--- src/rtl/pipe_rca_pkg.sv ---
// Shared constants and elaboration helpers for the pipelined ripple-carry adder.
package pipe_rca_pkg;

   localparam int unsigned DEFAULT_WIDTH  = 32;
   localparam int unsigned DEFAULT_STAGES = 4;

   // Bits added per pipeline stage.
   function automatic int unsigned CHUNK_OF(input int unsigned width, input int unsigned stages);
      return (stages == 0) ? width : width / stages;
   endfunction

   // Legal geometry: at least one stage, width divides evenly into stages.
   function automatic bit cfg_ok(input int unsigned width, input int unsigned stages);
      return (stages >= 1) && (width >= stages) && ((width % stages) == 0);
   endfunction

endpackage

--- src/rtl/rca_chunk.sv ---
// Combinational CHUNK-bit ripple-carry adder built from a chain of full adders.
module rca_chunk #(
   parameter int unsigned CHUNK = 8
) (
   input  logic [CHUNK-1:0] a,
   input  logic [CHUNK-1:0] b,
   input  logic             ci,
   output logic [CHUNK-1:0] s,
   output logic             co
);

   logic [CHUNK:0] c;

   assign c[0] = ci;

   for (genvar i = 0; i < CHUNK; i++) begin : g_fa
      assign s[i]   = a[i] ^ b[i] ^ c[i];
      assign c[i+1] = (a[i] & b[i]) | (c[i] & (a[i] ^ b[i]));
   end

   assign co = c[CHUNK];

endmodule

--- src/rtl/pipe_rca_adder.sv ---
// Pipelined ripple-carry adder: one CHUNK per stage, carry registered between stages,
// global valid/ready stall. Optional signed-overflow output under PIPE_RCA_OVF_EN.
module pipe_rca_adder
   import pipe_rca_pkg::*;
#(
   parameter int unsigned WIDTH  = DEFAULT_WIDTH,
   parameter int unsigned STAGES = DEFAULT_STAGES
) (
   input  logic             clk,
   input  logic             reset,
   input  logic             in_valid,
   output logic             in_ready,
   input  logic [WIDTH-1:0] a,
   input  logic [WIDTH-1:0] b,
   input  logic             cin,
   output logic             out_valid,
   input  logic             out_ready,
   output logic [WIDTH-1:0] sum,
`ifdef PIPE_RCA_OVF_EN
   output logic             ovf,
`endif
   output logic             cout
);

   localparam int unsigned CHUNK = CHUNK_OF(WIDTH, STAGES);

   if (!cfg_ok(WIDTH, STAGES)) begin : g_bad_cfg
      $error("pipe_rca_adder: WIDTH must be a multiple of STAGES and STAGES >= 1");
   end

   // Stage inputs (from ports or previous stage) and stage results.
   logic             v_in [STAGES];
   logic             c_in [STAGES];
   logic [WIDTH-1:0] a_in [STAGES];
   logic [WIDTH-1:0] b_in [STAGES];
   logic [WIDTH-1:0] s_in [STAGES];
   logic [WIDTH-1:0] s_nx [STAGES];
   logic             co   [STAGES];

   // Stage registers: operands travel with the partial sum so later chunks stay aligned.
   logic             v_q [STAGES];
   logic             c_q [STAGES];
   logic [WIDTH-1:0] a_q [STAGES];
   logic [WIDTH-1:0] b_q [STAGES];
   logic [WIDTH-1:0] s_q [STAGES];

   logic adv;

   assign adv      = !out_valid | out_ready;
   assign in_ready = adv;

   for (genvar k = 0; k < STAGES; k++) begin : g_stage
      logic [CHUNK-1:0] s_chunk;

      if (k == 0) begin : g_first
         assign v_in[k] = in_valid;
         assign c_in[k] = cin;
         assign a_in[k] = a;
         assign b_in[k] = b;
         assign s_in[k] = '0;
      end else begin : g_next
         assign v_in[k] = v_q[k-1];
         assign c_in[k] = c_q[k-1];
         assign a_in[k] = a_q[k-1];
         assign b_in[k] = b_q[k-1];
         assign s_in[k] = s_q[k-1];
      end

      rca_chunk #(
         .CHUNK (CHUNK)
      ) u_chunk (
         .a  (a_in[k][k*CHUNK +: CHUNK]),
         .b  (b_in[k][k*CHUNK +: CHUNK]),
         .ci (c_in[k]),
         .s  (s_chunk),
         .co (co[k])
      );

      // Bits at and above chunk k of s_in are always zero, so OR merges the new chunk.
      assign s_nx[k] = s_in[k] | (WIDTH'(s_chunk) << (k*CHUNK));
   end

`ifdef PIPE_RCA_OVF_EN
   logic ovf_nx;

   // Carry into the MSB is a^b^s at that bit; overflow when it differs from cout.
   assign ovf_nx = a_in[STAGES-1][WIDTH-1] ^ b_in[STAGES-1][WIDTH-1]
                 ^ s_nx[STAGES-1][WIDTH-1] ^ co[STAGES-1];
`endif

   // Pipeline registers: shift together on adv, hold together on stall.
   always_ff @(posedge clk or negedge reset) begin
      if (!reset) begin
         for (int k = 0; k < STAGES; k++) begin
            v_q[k] <= 1'b0;
            c_q[k] <= 1'b0;
            a_q[k] <= '0;
            b_q[k] <= '0;
            s_q[k] <= '0;
         end
`ifdef PIPE_RCA_OVF_EN
         ovf <= 1'b0;
`endif
      end else if (adv) begin
         for (int k = 0; k < STAGES; k++) begin
            v_q[k] <= v_in[k];
            c_q[k] <= co[k];
            a_q[k] <= a_in[k];
            b_q[k] <= b_in[k];
            s_q[k] <= s_nx[k];
         end
`ifdef PIPE_RCA_OVF_EN
         ovf <= ovf_nx;
`endif
      end
   end

   assign out_valid = v_q[STAGES-1];
   assign sum       = s_q[STAGES-1];
   assign cout      = c_q[STAGES-1];

endmodule
--- config.mk ---
export PLATFORM = sky130hd
export DESIGN_NAME = pipe_rca_adder
export DESIGN_NICKNAME = d
export VERILOG_FILES = /design/src/rtl/pipe_rca_pkg.sv /design/src/rtl/rca_chunk.sv /design/src/rtl/pipe_rca_adder.sv
export SDC_FILE = /design/constraint.sdc
export NUM_CORES = 1
export LEC_CHECK = 0
export ABC_CLOCK_PERIOD_IN_PS = 10560
export CAP_MARGIN = 15
export CORE_ASPECT_RATIO = 0.7
export CORE_MARGIN = 5
export CORE_UTILIZATION = 60
export DETAILED_ROUTE_END_ITERATION = 7
export HOLD_SLACK_MARGIN = 0.1
export PLACE_DENSITY_LB_ADDON = 0.15
export SYNTH_ARGS = -nofsm -noshare
export SYNTH_HDL_FRONTEND = slang
export SYNTH_SLANG_ARGS = --single-unit
export TNS_END_PERCENT = 1
--- constraint.sdc ---
create_clock -name clk -period 10.56 [get_ports clk]
set_input_delay 1.056 -clock clk [delete_from_list [all_inputs] [get_ports clk]]
set_output_delay 1.056 -clock clk [all_outputs]
set_load 0.01 [all_outputs]
* After elaboration in Yosys (flattened, before gate mapping)
Index checks and enable logic that the tools add are counted.
** Storage, ports and cells
- Bits in read-only memories :: 0
- Memories kept :: 0
- Output and inout port bits :: 35
- Input bits :: 69
- Bits in latches :: 0
- Word-level logic and storage cells :: 183
- Bits in writable memories :: 0
- Flip-flop bits (word level) :: 304
** Cells by class
- Add/subtract/negate cells :: 0
- Muxes and demuxes :: 0
- Div/mod/pow operators :: 0
- Multipliers :: 0
- Reduce and logical (&&, ||, !) cells :: 1
- Shifts and indexed selects :: 0
- Order comparisons :: 0
- Bitwise logic cells :: 164
- Equality and inequality tests :: 0
** Operators with widths (count)
- $and 1x1->1 :: 64
- $xor 1x1->1 :: 64
- $or 1x1->1 :: 33
- $or 32x24->32 :: 1
- $or 32x32->32 :: 1
- $or 8x16->16 :: 1
- $logic_not 1->1 :: 1

* Depth between registers and ports, before layout
- Word-level depth :: 17
- Gate-level depth with buffers :: 12
- Gate-level depth less buffers :: 12

* Cells and area by module
Synthesis repeated with hierarchy kept, for this count alone.
** Second synthesis, totals
- Cells, all modules :: 462
- Area total of the unflattened synthesis :: 8249.2 um^2
** Modules (own cells, without submodules)
- pipe_rca_adder :: area each 7458.4 um^2, cells an instance 390, sequential area each 4604.4 um^2, times used 1
- rca_chunk :: area each 197.7 um^2, cells an instance 18, sequential area each 0.0 um^2, times used 4

* Worst setup path after synthesis
Ideal clock, no wire load.
- Path type :: input-to-reg
- Start :: input port a[0]
- End :: register s_q (netlist bit s_in[71])
- Stages on the path :: 12
- Required time :: 10.483 ns
- Arrival :: 4.144 ns
- Setup time :: 0.077 ns
- Slack :: 6.338 ns
- Path through :: fa_1 > inv_1 > fa_1 > inv_1 > fa_1 > fa_1 > fa_1 > fa_1 > fa_1 > inv_1 > fa_1 > a21oi_1
** On the way
- Longest elaborated chain between the ends :: 16
** RTL lines
- start, declared :: RTL line pipe_rca_adder.sv:13 : input logic [WIDTH-1:0] a,
- $xor 1x1->1 :: RTL line rca_chunk.sv:18 : assign c[i+1] = (a[i] & b[i]) | (c[i] & (a[i] ^ b[i]));
- $and 1x1->1 :: RTL line rca_chunk.sv:18
- $or 1x1->1 (*) :: RTL line rca_chunk.sv:18
- $and 1x1->1 (*) :: RTL line rca_chunk.sv:18
- $or 1x1->1 (*) :: RTL line rca_chunk.sv:18
- $and 1x1->1 (*) :: RTL line rca_chunk.sv:18
- $or 1x1->1 (*) :: RTL line rca_chunk.sv:18
- $and 1x1->1 (*) :: RTL line rca_chunk.sv:18
- $or 1x1->1 (*) :: RTL line rca_chunk.sv:18
- $and 1x1->1 (*) :: RTL line rca_chunk.sv:18
- $or 1x1->1 (*) :: RTL line rca_chunk.sv:18
- $and 1x1->1 (*) :: RTL line rca_chunk.sv:18
- $or 1x1->1 (*) :: RTL line rca_chunk.sv:18
- $and 1x1->1 (*) :: RTL line rca_chunk.sv:18
- $or 1x1->1 (*) :: RTL line rca_chunk.sv:18
- $xor 1x1->1 (*) :: RTL line rca_chunk.sv:17 : assign s[i] = a[i] ^ b[i] ^ c[i];
- end signal, assigned by index :: RTL line pipe_rca_adder.sv:110 : s_q[k] <= s_nx[k];
- end, declared :: RTL line pipe_rca_adder.sv:45 : logic [WIDTH-1:0] s_q [STAGES];
Every way passes the cells marked *; elsewhere a longest branch is shown, timed or not.
A chain may end at the register's enable or synchronous reset.

* Worst setup path after layout
Ends and elaborated chain as after synthesis.

==> results.py <==
metrics = {
    "pwr": {
        "power.static_leakage_nw": 4.58,
        "p_int_mw": 2.08,
        "power.share.sequential_pct": 41.8,
        "clockPowerShare_pct": 21.0,
        "max-vdd-ir-drop_v": 0.000180,
        "post_route_total_power_mw": 2.93,
        "power.share.combinational_pct": 37.3,
        "p_sw_share_pct": 29.0,
        "power_per_cell_area_mw_per_mm2": 298,
        "net-switching-power_mw": 0.849,
    },
    "setup_path": {
        "r2r-start": "a_in[48]",
        "crit_path_capture_type": "flop",
        "critPathSlowestCell": "clkdlybuf4s50_1",
        "timing.critical_path.from": "a[0]",
        "max_stage_delay_ns": 0.43,
        "worst-r2r-setup-slack_ns": 6.73,
        "worst_ep_required_time_ns": 10.90,
        "worstPathArrival_ns": 4.77,
        "timing.critical_path.cells": "clkdlybuf4s50_1 > fa_1 > inv_1 > fa_1 > inv_1 > fa_1 > fa_1 > fa_1 > fa_1 > fa_1 > inv_1 > fa_1 > a21oi_1",
        "timing.critical_path.mode_cell": "fa_1",
        "critical_path.startpoint_type": "input port",
        "crit_path_max_fanout": 1,
        "startpoint_to_endpoint_class_of_the_critical_path": "in -> reg",
    },
    "detailed_routing": {
        "route.antenna.remaining_nets": 0,
        "detail_route.drc_violations": 0,
        "total_wire_length_after_detailed_routing_um": 13600,
        "initial_drc_count": 114,
        "drt-vias-per-instance": 5.09,
        "average_wire_length_per_cell_after_detail_routing_um": 17.9,
        "vias": 3891,
        "firstDrtPassIters": 4,
    },
    "sta": {
        "worst_clock_skew_ns": 0.0102,
        "layout_worst_path_cycle_share_pct": 41.9,
        "final_max_slew_viol_count": 0,
        "slew_headroom_pct": 35.6,
        "setup-violations-final": 0,
        "fin_tns_setup_ns": 0,
        "grt_setup_unrepaired": "no",
        "report.final.hold_viol_count": 0,
        "min_period_ns": 4.43,
        "fmax_ghz": 0.226,
        "worst-slew-pin-transition_ns": 0.967,
        "hold-worst-slack_ns": 0.490,
    },
    "clocking": {
        "post-cts-setup-buffers": 0,
        "cts-root-to-sink-buffers": 2,
        "cts_tree": "done",
        "holdBufCountCts": 0,
        "htreeDepth": 4,
        "clk_root_buffer_cell": "clkbuf_16",
        "cts_inserted_buffers": 17,
        "insertion_delay_ns": 0.42,
        "number_of_gates_resized_after_cts": 0,
        "clkSinkCount": 184,
        "clkTransAtPathRegs_ns": 0.07,
    },
    "global_route": {
        "grt_use_total_pct": 19.0,
        "grt_overflow": 0,
        "grt_pass1_wl_um": 23900,
        "maximum_number_of_pins_on_one_net_before_global_route_repair": 113,
        "initial_antenna_violation_count": 0,
        "number_of_global_route_vias_before_repair": 4510,
    },
    "hold_path": {
        "worst_hold_path_type": "reg -> reg",
        "min_delay_startpoint": "v_in[0]",
    },
    "synth": {
        "synthCells": 464,
        "seq_area_frac_synth_pct": 56.1,
        "synth.net_count": 565,
        "synthesis.area_mm2": 0.00821,
        "post_synth_num_cell_types": 12,
        "netlist.top_cell.by_area": "dfrtp_1",
        "synth.area.top_cells": "dfrtp_1 (56%), mux2_4 (25%), fa_1 (7.8%), mux2_2 (4.9%), buf_8 (2.0%)",
        "ys_seq_elements": 184,
        "warnings_from_yosys": 0,
        "synth_largest_type_area_fraction_pct": 56.1,
        "syn-mean-instance-area_um2": 17.7,
    },
    "run": {
        "drv_cap": 0,
    },
    "cells_and_area": {
        "multi_input_comb_area_mm2": 0.00324,
        "n_fill_cell": 847,
        "most-common-layout-cells": "dfrtp_1 (184), mux2_4 (135), clkdlybuf4s50_1 (102), mux2_2 (36), fa_1 (32)",
        "layout.cells.most_common": "dfrtp_1",
        "area_growth_syn_to_layout_pct": 19.7,
        "seqCellArea_mm2": 0.00460,
        "final_layout_size_suffix_gt1_share_pct": 35.6,
        "fin_nets": 669,
        "insertedDiodeCount": 0,
    },
    "floorplan": {
        "num_io_pins": 104,
        "core_area_mm2": 0.0133,
        "die_h_um": 108,
        "floorplan_die_area_mm2": 0.0162,
        "die_wd_um": 150,
        "floorplan.rows": 35,
        "start_util_pct": 61.9,
    },
    "placed_design": {
        "place_congestion": 0.727,
        "hpwlAfterDp_um": 8940,
        "io_buffers": 103,
    },
    "outcome": {
        "run_status": "completed",
    },
}
cell families after synthesis:
group	synth area share, %
flops	56.1
fa+ha+maj	7.80
buf+inv	4.53
simple gates	1.25
compound gates	0.731
mux	29.6
worst paths after layout:
check / end / cells after the start
max: s_in[71] / 13
max in group asynchronous: b_in[78] / 2
min reg2reg: out_valid / 1
min in group asynchronous: a_in[94] / 1
max reg2reg: s_in[23] / 12
min: out_valid / 1
registers in the layout (all words and copies together) (netlist names):
| signal | cells |
|---|---|
| a_in | 48 |
| out_valid | 1 |
| c_in | 3 |
| s_in | 48 |
| b_in | 48 |
| v_in | 3 |
| sum | 32 |
| cout | 1 |
power by group through the flow:
| stage | clock network, mW | registers, mW | logic [mW] |
|---|---|---|---|
| after floorplan | 0 | 1.20 | 0.802 |
| after global placement | 0 | 1.21 | 1.06 |
| after detailed placement | 0 | 1.24 | 1.10 |
| after CTS | 0.627 | 1.23 | 1.11 |
| after global routing | 0.660 | 1.27 | 1.20 |
| final | 0.615 | 1.22 | 1.09 |
cell usage after synthesis:
master and instances:
nand2b_1 2, dfrtp_1 184, inv_1 28, fa_1 32, buf_6 7, mux2_2 36
a21oi_1 12, clkbuf_1 2, mux2_4 135, buf_8 11, nor3b_1 12, buf_2 3
critical path, delay by kind of cell:
family | cells | cell delay, ns
fa+ha+maj | 8 | 2.94
buf+inv | 4 | 0.62
compound gates | 1 | 0.13
per-stage QoR:
stage	instance area (um2)	cells	setup slack, ns	utilization [%]
global route	9830	764	5.96	74.1
CTS	9830	764	6.12	74.1
global placement	9260	734	5.78	69.8
detailed placement	9260	734	5.71	69.8
floorplan	8210	464	6.34	-
finish	9830	764	6.13	74.1
per-layer routing:
layer | part of all wire (%) | wire length (um) | track usage [%] | up-vias
li1 | - | - | - | 1774
met1 | 47 | 6440 | 27.4 | 2033
met2 | 47 | 6450 | 28.4 | 71
met3 | 4.3 | 592 | 5.47 | 13
met4 | 1.2 | 164 | 5.61 | 0
met5 | 0 | 0 | 0 | -
area by class of cell:
cell class                 count  area share, %
clock buffer                  20           4.55
clock inverter                10           1.25
inverter                      28           1.07
multi-input combinational    229           33.0
sequential                   184           46.9
tap                          185           2.36
timing repair buffer         108           10.9
Note: power is estimated with default switching activity, not from simulation.
